$ cat src/rtl/sram_2147_pkg.sv
// Shared types and constants for the 2147 SRAM bank controller.
// SRAM_PARITY_EN adds one odd-parity part to the bank.
package sram_2147_pkg;

    typedef enum logic [1:0] {IDLE, SETUP, STROBE, HOLD} state_t;

    localparam int CNT_W       = 4;
    localparam int DEPTH_2147  = 4096;
    localparam int T_SETUP_DEF  = 1;
    localparam int T_STROBE_DEF = 2;
    localparam int T_HOLD_DEF   = 1;

`ifdef SRAM_PARITY_EN
    localparam int PARITY_W = 1;
`else
    localparam int PARITY_W = 0;
`endif

    // A phase of t cycles starts with the counter at t-1 and ends when it reads zero.
    function automatic logic [CNT_W-1:0] phase_load(input int t);
        return CNT_W'(t - 1);
    endfunction

endpackage

$ cat src/rtl/sram_2147_phase_timer.sv
// Loadable down-counter timing one controller phase; done is high while the count is zero.
module sram_2147_phase_timer
    import sram_2147_pkg::*;
(
    input  logic             clk,
    input  logic             reset,
    input  logic             load,
    input  logic [CNT_W-1:0] load_val,
    output logic             done
);

    logic [CNT_W-1:0] count;

    always_ff @(posedge clk) begin
        if (reset) begin
            count <= '0;
        end else if (load) begin
            count <= load_val;
        end else if (count != '0) begin
            count <= count - 1'b1;
        end
    end

    assign done = (count == '0);

endmodule

$ cat src/rtl/sram_2147_ctrl.sv
// Initiator for a bank of 2147 4k x 1 SRAMs: one request at a time, setup/strobe/hold sequencing.
// Defining SRAM_PARITY_EN adds an odd-parity part and reports read parity errors on rsp_err.
module sram_2147_ctrl
    import sram_2147_pkg::*;
#(
    parameter  int DATA_W   = 32,
    parameter  int ADDR_W   = 12,
    parameter  int T_SETUP  = T_SETUP_DEF,
    parameter  int T_STROBE = T_STROBE_DEF,
    parameter  int T_HOLD   = T_HOLD_DEF,
    localparam int RAM_W    = DATA_W + PARITY_W
) (
    input  logic              clk,
    input  logic              reset,
    input  logic              req_valid,
    output logic              req_ready,
    input  logic              req_we,
    input  logic [ADDR_W-1:0] req_addr,
    input  logic [DATA_W-1:0] req_wdata,
    output logic              rsp_valid,
    output logic [DATA_W-1:0] rsp_rdata,
    output logic              rsp_err,
    output logic [ADDR_W-1:0] ram_a,
    output logic              ram_ce_n,
    output logic              ram_we_n,
    output logic [RAM_W-1:0]  ram_di,
    input  logic [RAM_W-1:0]  ram_do
);

    if (T_SETUP < 1 || T_SETUP > 15 || T_STROBE < 1 || T_STROBE > 15 ||
        T_HOLD < 1 || T_HOLD > 15 || (1 << ADDR_W) != DEPTH_2147) begin : g_param_check
        $error("sram_2147_ctrl: phase lengths must be 1..15 and ADDR_W must span the 2147 depth");
    end

    state_t           state;
    logic             op_we;
    logic             timer_load;
    logic [CNT_W-1:0] timer_val;
    logic             timer_done;
    logic [RAM_W-1:0] di_next;
    logic             parity_bad;

`ifdef SRAM_PARITY_EN
    assign di_next    = {~^req_wdata, req_wdata};
    assign parity_bad = ~^ram_do;
`else
    assign di_next    = req_wdata;
    assign parity_bad = 1'b0;
`endif

    // The timer is reloaded on the same edge that moves the FSM into the next phase.
    always_comb begin
        timer_load = 1'b0;
        timer_val  = '0;
        case (state)
            IDLE:   if (req_valid && req_ready) begin
                        timer_load = 1'b1;
                        timer_val  = phase_load(T_SETUP);
                    end
            SETUP:  if (timer_done) begin
                        timer_load = 1'b1;
                        timer_val  = phase_load(T_STROBE);
                    end
            STROBE: if (timer_done) begin
                        timer_load = 1'b1;
                        timer_val  = phase_load(T_HOLD);
                    end
            default: ;
        endcase
    end

    sram_2147_phase_timer u_timer (
        .clk      (clk),
        .reset    (reset),
        .load     (timer_load),
        .load_val (timer_val),
        .done     (timer_done)
    );

    always_ff @(posedge clk) begin
        if (reset) begin
            state     <= IDLE;
            op_we     <= 1'b0;
            req_ready <= 1'b1;
            rsp_valid <= 1'b0;
            rsp_rdata <= '0;
            rsp_err   <= 1'b0;
            ram_a     <= '0;
            ram_ce_n  <= 1'b1;
            ram_we_n  <= 1'b1;
            ram_di    <= '0;
        end else begin
            rsp_valid <= 1'b0;
            case (state)
                IDLE: if (req_valid && req_ready) begin
                    state     <= SETUP;
                    req_ready <= 1'b0;
                    op_we     <= req_we;
                    ram_a     <= req_addr;
                    ram_di    <= di_next;
                end
                SETUP: if (timer_done) begin
                    state    <= STROBE;
                    ram_ce_n <= 1'b0;
                    ram_we_n <= ~op_we;
                end
                // ram_do is only valid here, while the parts are still enabled.
                STROBE: if (timer_done) begin
                    state     <= HOLD;
                    ram_ce_n  <= 1'b1;
                    ram_we_n  <= 1'b1;
                    rsp_valid <= 1'b1;
                    rsp_rdata <= op_we ? '0 : ram_do[DATA_W-1:0];
                    rsp_err   <= ~op_we & parity_bad;
                end
                HOLD: if (timer_done) begin
                    state     <= IDLE;
                    req_ready <= 1'b1;
                end
                default: state <= IDLE;
            endcase
        end
    end

endmodule

$ cat config.mk
export PLATFORM = sky130hd
export DESIGN_NAME = sram_2147_ctrl
export DESIGN_NICKNAME = d
export VERILOG_FILES = /design/src/rtl/sram_2147_pkg.sv /design/src/rtl/sram_2147_phase_timer.sv /design/src/rtl/sram_2147_ctrl.sv
export SDC_FILE = /design/constraint.sdc
export NUM_CORES = 1
export LEC_CHECK = 0
export BUFFER_PORTS_ARGS = -buffer_cell sky130_fd_sc_hd__buf_4
export CAP_MARGIN = 5
export CELL_PAD_IN_SITES_DETAIL_PLACEMENT = 0
export CELL_PAD_IN_SITES_GLOBAL_PLACEMENT = 2
export CORE_UTILIZATION = 25
export CTS_BUF_LIST = sky130_fd_sc_hd__clkbuf_16
export DETAILED_ROUTE_END_ITERATION = 6
export GPL_TIMING_DRIVEN = 0
export PLACE_DENSITY_LB_ADDON = 0.1
export SETUP_SLACK_MARGIN = 0.4
export SYNTH_ARGS = -nofsm -noshare
export SYNTH_HDL_FRONTEND = slang
export SYNTH_SLANG_ARGS = --single-unit
$ cat constraint.sdc
create_clock -name clk -period 2.7 [get_ports clk]
set_input_delay 0.27 -clock clk [delete_from_list [all_inputs] [get_ports clk]]
set_output_delay 0.27 -clock clk [all_outputs]
set_load 0.005 [all_outputs]
* Word-level counts from Yosys, hierarchy flattened
Cells that the tools add are included.
** Operators by class
- Add/sub/neg operators :: 1
- Multiplexer cells :: 20
- Bitwise logic cells :: 2
- Reduce and logical (&&, ||, !) cells :: 14
- Equal/unequal tests :: 7
** Operators with widths (count)
- 32-bit 2-to-1 mux :: 1
- 1-bit 2-to-1 mux :: 8
- 2-bit 2-to-1 mux :: 4
- 4-bit 2-to-1 mux :: 2
- 2-bit inequality test (second input constant) :: 4
- 1-bit case mux with 2 select lines :: 4
- 2-bit case mux with 4 select lines :: 1
- 3-bit AND reduction :: 2
- 2-bit nonzero test :: 3
- 2-bit equality test (second input constant) :: 2
- 4-bit logical NOT :: 1
- 2-bit AND reduction :: 2
- 4-bit AND reduction :: 1
- 4-bit nonzero test :: 1
- 2-bit OR reduction :: 2
- 4-bit by 1-bit subtractor with 4-bit output (second input constant) :: 1
- 2-bit by 1-bit equality test with 1-bit output (second input constant) :: 1
- 2-bit logical NOT :: 1
- 1-bit NOT :: 2
- 1-bit logical AND :: 1
** Word-level totals
- Register bits :: 87

* Depth between registers and ports, before layout
Gate-level depths: netlist of the first run.
- Depth in word-level cells :: 4
- Mapped depth :: 8

* By module
Synthesis of the first run repeated with hierarchy kept, for this count alone.
** Unflattened totals
- Cells, all modules :: 334
- Area, all modules :: 3215.6 µm²
** By module, submodules not included
- sram_2147_ctrl :: cells an instance 310, instances 1, area an instance 2986.6 µm², seq. area each 1661.6 µm²
- sram_2147_phase_timer :: cells an instance 24, instances 1, area an instance 229.0 µm², seq. area each 80.1 µm²

* Worst setup path before layout of the first run
Ideal clock, no wire load.
- Kind :: register -> register
- Start :: register state[0]
- End :: register rsp_rdata[21]
- Path slack :: 0.811 ns
- Arrival time :: 1.830 ns
- Clock period less this slack :: 1.889 ns
- Cell stages (with the launch flop) :: 9
- Cell sequence :: dfxtp_1 inv_1 ha_1 nor4bb_1 buf_2 nor2_1 clkbuf_1 clkbuf_1 a22o_1
** On the way
- Cells in the longest elaborated chain, start to end :: 2
** Ends and longest elaborated chain
- start, declared :: RTL line sram_2147_ctrl.sv:35 : state_t state;
- start signal, assigned :: RTL line sram_2147_ctrl.sv:82 : state <= IDLE;
- start signal, assigned :: RTL line sram_2147_ctrl.sv:96 : state <= SETUP;
- start signal, assigned :: RTL line sram_2147_ctrl.sv:103 : state <= STROBE;
- 2-bit equality test :: RTL line sram_2147_ctrl.sv:94 : case (state)
- 2-bit AND reduction (no line)
- end signal, assigned :: RTL line sram_2147_ctrl.sv:113 : rsp_rdata <= op_we ? '0 : ram_do[DATA_W-1:0];
- end, declared :: RTL line sram_2147_ctrl.sv:21 : output logic [DATA_W-1:0] rsp_rdata,
No other way between the ends.
A chain may end at the register's enable or synchronous reset.

* Worst setup path in the final report of the first run
Ends and elaborated chain as after synthesis.

==> results.cfg, run 1 <==
[run_status]
status = complete, no violations

[global_routing]
antenna_found_initial = 0
grt_pass1_wl_mm = 14.1
grt_use_total_pct = 14.3
grt_max_degree = 13
grt_pass1_vias = 2732
grt_overflow = 0

[logic_synthesis]
synth_nets = 429
postSynthAreaPerCell_um2 = 9.20
synth.distinct_cells = 34
synth_area_leaders = dfxtp_1 55%, nand2_1 11%, a21oi_1 8.4%, a22o_1 7.5%, clkbuf_1 2.4%
synth_seq_cells = 87
synth_area_leader_cell = dfxtp_1
synth_ff_type = dfxtp_1
synth_edf_count = 0
async_reset_ff_share_pct = 0
synth_top_area_share_pct = 55.2
synth_seq_area_share_pct = 55.2
netlist_instances = 343
synth_area_mm2 = 0.00315
synth-warning-count = 0

[min_path]
worstHoldStart = ram_do[10]
hold_path_class = in -> reg

[power]
leakage_nw = 2.15
worst_ir_drop_vdd_mv = 0.368
total_power_mw = 4.15
p_per_area_mw_per_mm2 = 861

[timing]
final_hold_viol_count = 0
setup_viol = 0
finalMaxSlewViolations = 0
hold_ws_ns = 0.132
max-slew-margin-rel_pct = 59.1
tightestPinTransition_ns = 0.612
final.setup.tns_ns = 0
fin_crit_ns = 2.08
rsz0062_at_grt = false
fin_worst_skew_ns = 0.00496
fin_ws_ns = 0.624
fmax_mhz = 482
post-route-period-util_pct = 76.9

[routing]
drtPass1Iterations = 4
wl_met3_um = 630
viasPerCell = 4.27
wirelength_mm = 9.17
wl_per_cell_um = 13.4
routed.top_layer = met4
wl_met2_mm = 4.58
drtIter0Drc = 122
routedLengthMet1_mm = 3.84
drc = 0
vias = 2923
postRouteAntennaNets = 0

[die]
ios = 161
die_area_mm2 = 0.0131
core_mm2 = 0.0122
die_w_um = 114
start_util_pct = 25.9
fp.dieH_um = 114
num_rows = 40

[cells_and_area]
layout_commonest_cell = buf_4
nets = 600
drive_gt1_share_pct = 35.2
num_antenna_cells = 0
instances_no_fill = 685
nFillCells = 1290
finalCoreUtilization_pct = 39.6
stdcell_area_mm2 = 0.00482
mostFrequentLayoutCells = 161 x buf_4, 93 x nand2_1, 87 x dfxtp_1
syn2layout_area_growth_pct = 52.7

[placed_design]
hpwl_mm = 6.62
post_dp_cell_area_mm2 = 0.00455
dpl.cell_count = 669
io_buffers = 158
gp_congestion = 0.681
dp_slack_ns = 0.379

[cts]
clk_pin_slew_ns = 0.06
clk_path_buf_depth = 2
clock_sinks = 87
holdBufCountCts = 0
tritoncts = built
insertion_delay_ns = 0.34
htreeDepth = 3
cts_root_buffer = clkbuf_16
cts_made_buffers = 9

[job]
maxCapViolations = 0

[setup_path]
cp.required_ns = 2.93
startpoint_type = register
cp_max_fo = 10
arrival_ns = 2.31
critPathLaunch = state[0]
critical_path_class = reg -> reg
end_kind = register
r2r-start = state[0]
[final timing paths]
check | to | slack (ns) | cells past startpoint
worst max register to register | rsp_rdata[21] | 0.62 | 8
worst max-delay path | rsp_rdata[21] | 0.62 | 8
worst min-delay path | rsp_rdata[10] | 0.13 | 2
worst min register to register | ram_a[2] | 0.45 | 2
[metal layers]
metal	up-vias	global-route usage (%)
li1	1500	-
met1	1332	16.4
met2	83	23.6
met3	8	6.51
met4	0	4.42
met5	-	0
[timing repair]
action / 4_1_cts / 5_1_grt
pin swaps: 0 / 1
buffers inserted: 0 / 2
endpoints found under the setup margin: 9 / 44
gates resized for setup: 1 / 8
[flip-flops by register name, indices dropped and copies added, names as in the netlist]
signal and count:
ram_ce_n 1, ram_we_n 1, u_timer.count 4, rsp_rdata 32
ram_a 12, state 2, ram_di 32, req_ready 1
op_we 1, rsp_valid 1
[power breakdown]
group          total, mW  internal [mW]  switching (mW)
Sequential          1.68           1.53           0.147
Clock               1.07          0.598           0.473
Combinational       1.40          0.696           0.703
[Yosys cell counts (3+ instances only)]
cell type / number
a21oi_1: 53
nand2b_1: 9
nand3b_1: 5
a22o_1: 27
nand2_1: 93
clkbuf_1: 20
mux2i_1: 3
inv_1: 6
o21bai_1: 4
nor2_1: 5
dfxtp_1: 87
ha_1: 6
[cell families (layout without fill, tap and decap cells)]
family / after synthesis / count (layout) / synth area share (%)
compound gates: 91 / 91 / 19.0
xor+xnor: 1 / 1 / 0.278
fa+ha+maj: 6 / 6 / 2.38
buf+inv: 31 / 205 / 4.36
flops: 87 / 87 / 55.2
mux: 3 / 3 / 0.952
other cells: 1 / 1 / 0.119
simple gates: 123 / 123 / 17.7
[worst max-delay path, stage by stage (launching register included)]
cell and delay (ns):
dfxtp_1 0.34, inv_1 0.11, ha_1 0.28, nor4bb_1 0.21
buf_2 0.26, nor2_1 0.07, clkbuf_2 0.21, clkbuf_2 0.23
a22o_1 0.26
[area by class of cell]
cell class | count | area, µm² | area share, %
plain buffers | 25 | 121 | 2.52
clock buffers | 9 | 225 | 4.68
clock inverters | 5 | 20.0 | 0.416
inverters | 6 | 22.5 | 0.468
multi-input cells | 225 | 1270 | 26.5
flip-flops and latches | 87 | 1740 | 36.2
well taps | 168 | 210 | 4.36
repair buffers | 160 | 1200 | 24.9
(Power assumes the default switching activity.)
==> run 2, diff against run 1 <==
==> constraint.sdc (replaced) <==
create_clock -name clk -period 2.2 [get_ports clk]
set_input_delay 0.22 -clock clk [delete_from_list [all_inputs] [get_ports clk]]
set_output_delay 0.22 -clock clk [all_outputs]
set_load 0.005 [all_outputs]
==> run 2 against run 1 <==
Clock-buffer cell count did not move. Clock power rose by 37%. Worst hold slack lost 0.046 ns. Clock skew rose by 0.0017 ns. Routed wire length rose by 4.3%. Via count is 1.2% higher. Cell area up 4.2%. Fmax rose by 18%. First-iteration DRC count down 12%. Critical endpoint is now rsp_rdata[17]. Worst setup slack worse by 0.19 ns.
==> results.cfg, run 2 (same netlist as run 1, synthesis figures left out) <==
[run_status]
status = complete, no violations

[routing]
vias = 2957
wirelength_mm = 9.56
postRouteAntennaNets = 0
wl_per_cell_um = 13.8
drtIter0Drc = 107
drc = 0
drtPass1Iterations = 4
viasPerCell = 4.25

[cells_and_area]
layout_commonest_cell = buf_4
num_antenna_cells = 0
drive_gt1_share_pct = 39.8
nFillCells = 1266
top_regs = ram_di (32), rsp_rdata (32), ram_a (12)
nets = 608
mostFrequentLayoutCells = 171 x buf_4, 93 x nand2_1, 84 x dfxtp_1
syn2layout_area_growth_pct = 59.2

[placed_design]
dp_slack_ns = -0.0325
gp_congestion = 0.701
io_buffers = 158
hpwl_mm = 6.69

[global_routing]
grt_pass1_vias = 2883
antenna_found_initial = 0
grt_max_degree = 14
grt_overflow = 0
grt_pass1_wl_mm = 14.7
grt_use_total_pct = 14.8

[cts]
clk_pin_slew_ns = 0.06
holdBufCountCts = 0
insertion_delay_ns = 0.34
clock_sinks = 87
clk_path_buf_depth = 2
htreeDepth = 3
cts_made_buffers = 9
cts_root_buffer = clkbuf_16
tritoncts = built

[timing]
fmax_mhz = 567
fin_worst_skew_ns = 0.00667
fin_ws_ns = 0.437
finalMaxSlewViolations = 0
final_hold_viol_count = 0
hold_ws_ns = 0.0858
setup_viol = 0
max-slew-margin-rel_pct = 62.1
rsz0062_at_grt = true
post-route-period-util_pct = 80.1
fin_crit_ns = 1.76
tightestPinTransition_ns = 0.569

[setup_path]
cp.required_ns = 2.48
end_kind = register
critical_path_class = reg -> reg
arrival_ns = 2.04
cp_max_fo = 6
startpoint_type = register

[die]
ios = 161
die_area_mm2 = 0.0131
start_util_pct = 25.9
core_mm2 = 0.0122
die_w_um = 114
num_rows = 40
fp.dieH_um = 114

[job]
maxCapViolations = 0

[min_path]
hold_path_class = in -> reg

[power]
p_per_area_mw_per_mm2 = 1090
worst_ir_drop_vdd_mv = 0.432
leakage_nw = 2.25
run 2: cell count changes in the layout (fill, tap and decap cells not counted), sizes merged:
cell | previous run | this run
buf | 165 | 178
clkbuf | 29 | 24
bufinv | 0 | 1
clkinv | 3 | 2
clkinvlp | 0 | 1
inv | 8 | 9
run 2: worst paths after layout:
path                     from            end  slack, ns  cells after the start
max          u_timer.count[0]  rsp_rdata[17]       0.44                      8
min                ram_do[10]  rsp_rdata[10]       0.09                      2
max reg2reg  u_timer.count[0]  rsp_rdata[17]       0.44                      8
min reg2reg        ram_di[23]     ram_di[23]       0.45                      2
run 2: power breakdown:
part	internal, mW	switching (mW)
registers	1.89	0.196
clock network	0.862	0.606
logic	1.04	0.902
total	3.79	1.70
run 2: worst max-delay path, stage by stage, from the launching register on:
cell and delay, ns:
dfxtp_1 0.32, inv_2 0.07, ha_4 0.14, or3b_4 0.37, buf_6 0.13, nor4b_4 0.22
buf_6 0.18, buf_8 0.12, a22o_1 0.14
run 2: what timing repair did:
item                       4_1_cts  5_1_grt
buffers inserted                 5        4
pin swaps                        1        0
setup endpoints to repair       72       66
cloned                           0        1
resized for setup               13       32
run 2: cell type report:
| type | count | area (µm²) | share of cell area [%] |
|---|---|---|---|
| Sequential cell | 87 | 1750 | 34.8 |
| Clock buffer | 9 | 225 | 4.49 |
| Clock inverter | 7 | 57.6 | 1.15 |
| Inverter | 6 | 22.5 | 0.449 |
| Buffer | 25 | 164 | 3.26 |
| Timing Repair Buffer | 168 | 1280 | 25.5 |
| Tap cell | 168 | 210 | 4.19 |
| Multi-Input combinational cell | 225 | 1310 | 26.2 |
run 2: per-stage QoR:
stage	cells	util, %	power [mW]	TNS [ns]	instance area, µm²
final	695	41.3	5.49	0	5020
after global routing	695	41.3	5.90	0	5020
after CTS	690	40.4	5.45	0	4920
after detailed placement	669	37.6	3.89	-0.268	4570
after global placement	669	37.6	3.86	0	4570
after floorplan	343	-	3.07	0	3180
run 2: layer usage:
layer | track usage [%] | vias up | routed length (µm)
met2 | 24.3 | 73 | 4940
met4 | 6.23 | 0 | 119
met5 | 0 | - | 0
met3 | 5.51 | 8 | 631
met1 | 17.4 | 1361 | 3870
li1 | - | 1515 | -
==> run 3, diff against run 2 <==
--- a/config.mk
+++ b/config.mk
@@ -9,7 +9,7 @@
 export CAP_MARGIN = 5
 export CELL_PAD_IN_SITES_DETAIL_PLACEMENT = 0
 export CELL_PAD_IN_SITES_GLOBAL_PLACEMENT = 2
-export CORE_UTILIZATION = 25
+export CORE_UTILIZATION = 22
 export CTS_BUF_LIST = sky130_fd_sc_hd__clkbuf_16
 export DETAILED_ROUTE_END_ITERATION = 6
 export GPL_TIMING_DRIVEN = 0
==> constraint.sdc (replaced) <==
create_clock -name clk -period 1.4 [get_ports clk]
set_input_delay 0.14 -clock clk [delete_from_list [all_inputs] [get_ports clk]]
set_output_delay 0.14 -clock clk [all_outputs]
set_load 0.005 [all_outputs]
==> run 3 against run 2 <==
The run now ends with setup timing left. Largest power group is now combinational logic. Sequential cell count stayed put. Power is 89% higher. Worst setup slack worse by 0.80 ns. Non-clock buffer count is 48 higher. Clock-buffer cell count stayed put. Register-to-register slack worse by 0.80 ns. Sequential share of layout area is 5.6 points lower. Final cell count is 8.6% higher. Critical path depth stayed put. Combinational power is 130% higher. Worst hold slack worse by 0.073 ns. Largest cell class is now buffers.
==> results.cfg, run 3 (same netlist as run 1, synthesis figures left out) <==
[cts]
htreeDepth = 3
clk_pin_slew_ns = 0.07
tritoncts = built
cts_made_buffers = 9
clock_sinks = 87
clk_path_buf_depth = 2
insertion_delay_ns = 0.34
cts_root_buffer = clkbuf_16

[die]
die_area_mm2 = 0.0148
ios = 161
core_mm2 = 0.0139
start_util_pct = 22.6
fp.dieH_um = 122
die_w_um = 122
num_rows = 43

[timing]
final_hold_viol_count = 0
setup_viol = 39
finalMaxSlewViolations = 0
rsz0062_at_grt = true
tightestPinTransition_ns = 0.719
max-slew-margin-rel_pct = 52.1
fin_ws_ns = -0.367
fin_crit_ns = 1.77
fin_worst_skew_ns = 0.00911
fmax_mhz = 566
post-route-period-util_pct = 126

[power]
leakage_nw = 2.65
p_per_area_mw_per_mm2 = 1720
worst_ir_drop_vdd_mv = 0.886

[cells_and_area]
nets = 656
syn2layout_area_growth_pct = 91.1
layout_commonest_cell = buf_4
stdcell_area_mm2 = 0.00603
num_antenna_cells = 0
nFillCells = 1381
top_regs = ram_di (32), rsp_rdata (32), ram_a (12)
drive_gt1_share_pct = 49.9
mostFrequentLayoutCells = 175 x buf_4, 82 x dfxtp_1, 66 x nand2_1

[placed_design]
post_dp_cell_area_mm2 = 0.00477
hpwl_mm = 6.47
gp_congestion = 0.701
io_buffers = 158
dp_slack_ns = -0.739

[global_routing]
grt_pass1_wl_mm = 15.2
grt_max_degree = 15
grt_use_total_pct = 13.4
antenna_found_initial = 0
grt_overflow = 0
grt_pass1_vias = 3072

[setup_path]
end_kind = register
arrival_ns = 2.06
critPathBufInv = 4
critPathTopFamily = simple AND/OR/NAND/NOR gates
crit_slowest_cell = or3b_1
cpPeakStageDelay_ns = 0.36
critical_path_class = reg -> reg
cp_max_fo = 6
cp_common_cell = buf_6
cp.required_ns = 1.69
startpoint_type = register
worstPathCellList = inv_2, ha_4, or3b_1, buf_6, nor4b_4, buf_6, clkbuf_16, a22o_1

[routing]
vias = 3177
postRouteAntennaNets = 0
wl_per_cell_um = 13.1
drc = 0
wirelength_mm = 9.86
viasPerCell = 4.21
drtPass1Iterations = 4
drtIter0Drc = 133

[min_path]
hold_path_class = in -> reg

[job]
maxCapViolations = 0

[run_status]
status = finished with violations
violations = setup timing
==> run 3: changes by cell type in the layout (fill, tap and decap cells not counted), sizes merged <==
cell and change:
inv -2, clkinv +1, clkbuf +7, bufinv +1, buf +15, dlygate4sd3 +26
==> run 3: final cells by class <==
class                           instances  area [µm²]  share of cell area, %
Timing Repair Buffer                  216        1820                   30.1
Sequential cell                        87        1760                   29.1
Multi-Input combinational cell        225        1580                   26.1
Buffer                                 25         314                   5.21
Clock buffer                            9         225                   3.74
Tap cell                              180         225                   3.74
Clock inverter                          7        88.8                   1.47
Inverter                                6        27.5                  0.457
==> run 3: routing by layer <==
metal,vias up,part of all wire [%],global-route usage (%),routed length [µm]
li1,1615,-,-,-
met1,1467,44,15.4,4340
met2,87,49,22.7,4830
met3,8,6.0,4.92,594
met4,0,1.0,4.17,99
met5,-,0,0,0
==> run 3: per-stage QoR <==
step | instances | power (mW) | setup TNS (ns) | util (%) | hold slack [ns]
floorplan | 343 | 5.21 | -11.70 | - | 0.255
global placement | 681 | 6.47 | -30.20 | 34.2 | 0.345
detailed placement | 681 | 6.50 | -30.68 | 34.2 | 0.349
CTS | 741 | 10.1 | -10.24 | 41.7 | 0.000320
global route | 755 | 11.0 | -16.71 | 43.3 | 0.000652
finish | 755 | 10.4 | -10.51 | 43.3 | 0.0132
==> run 3: repair_timing <==
action,CTS,global route
endpoints found under the setup margin,88,88
hold endpoints to repair,25,1
hold buffers,25,1
gates resized for setup,68,24
gates cloned,5,1
buffers inserted,14,12
pin swaps,9,20
==> run 3: final timing paths <==
| path | end | from | slack, ns | cells past startpoint |
|---|---|---|---|---|
| worst min-delay path | rsp_rdata[18] | ram_do[18] | 0.01 | 2 |
| worst max register to register | rsp_rdata[16] | u_timer.count[1] | -0.37 | 8 |
| worst min register to register | ram_di[1] | ram_di[1] | 0.45 | 2 |
| worst max-delay path | rsp_rdata[16] | u_timer.count[1] | -0.37 | 8 |
==> run 3: where the power goes <==
group          total, mW  switching, mW  internal [mW]
Clock               2.55           1.00           1.55
Sequential          3.32          0.338           2.98
Combinational       4.50           1.85           2.66
==> run 3: worst register-to-register path: stages, from the launching register on <==
cell	delay (ns)
dfxtp_2	0.34
inv_2	0.06
ha_4	0.14
or3b_1	0.36
buf_6	0.13
nor4b_4	0.21
buf_6	0.20
clkbuf_16	0.16
a22o_1	0.11
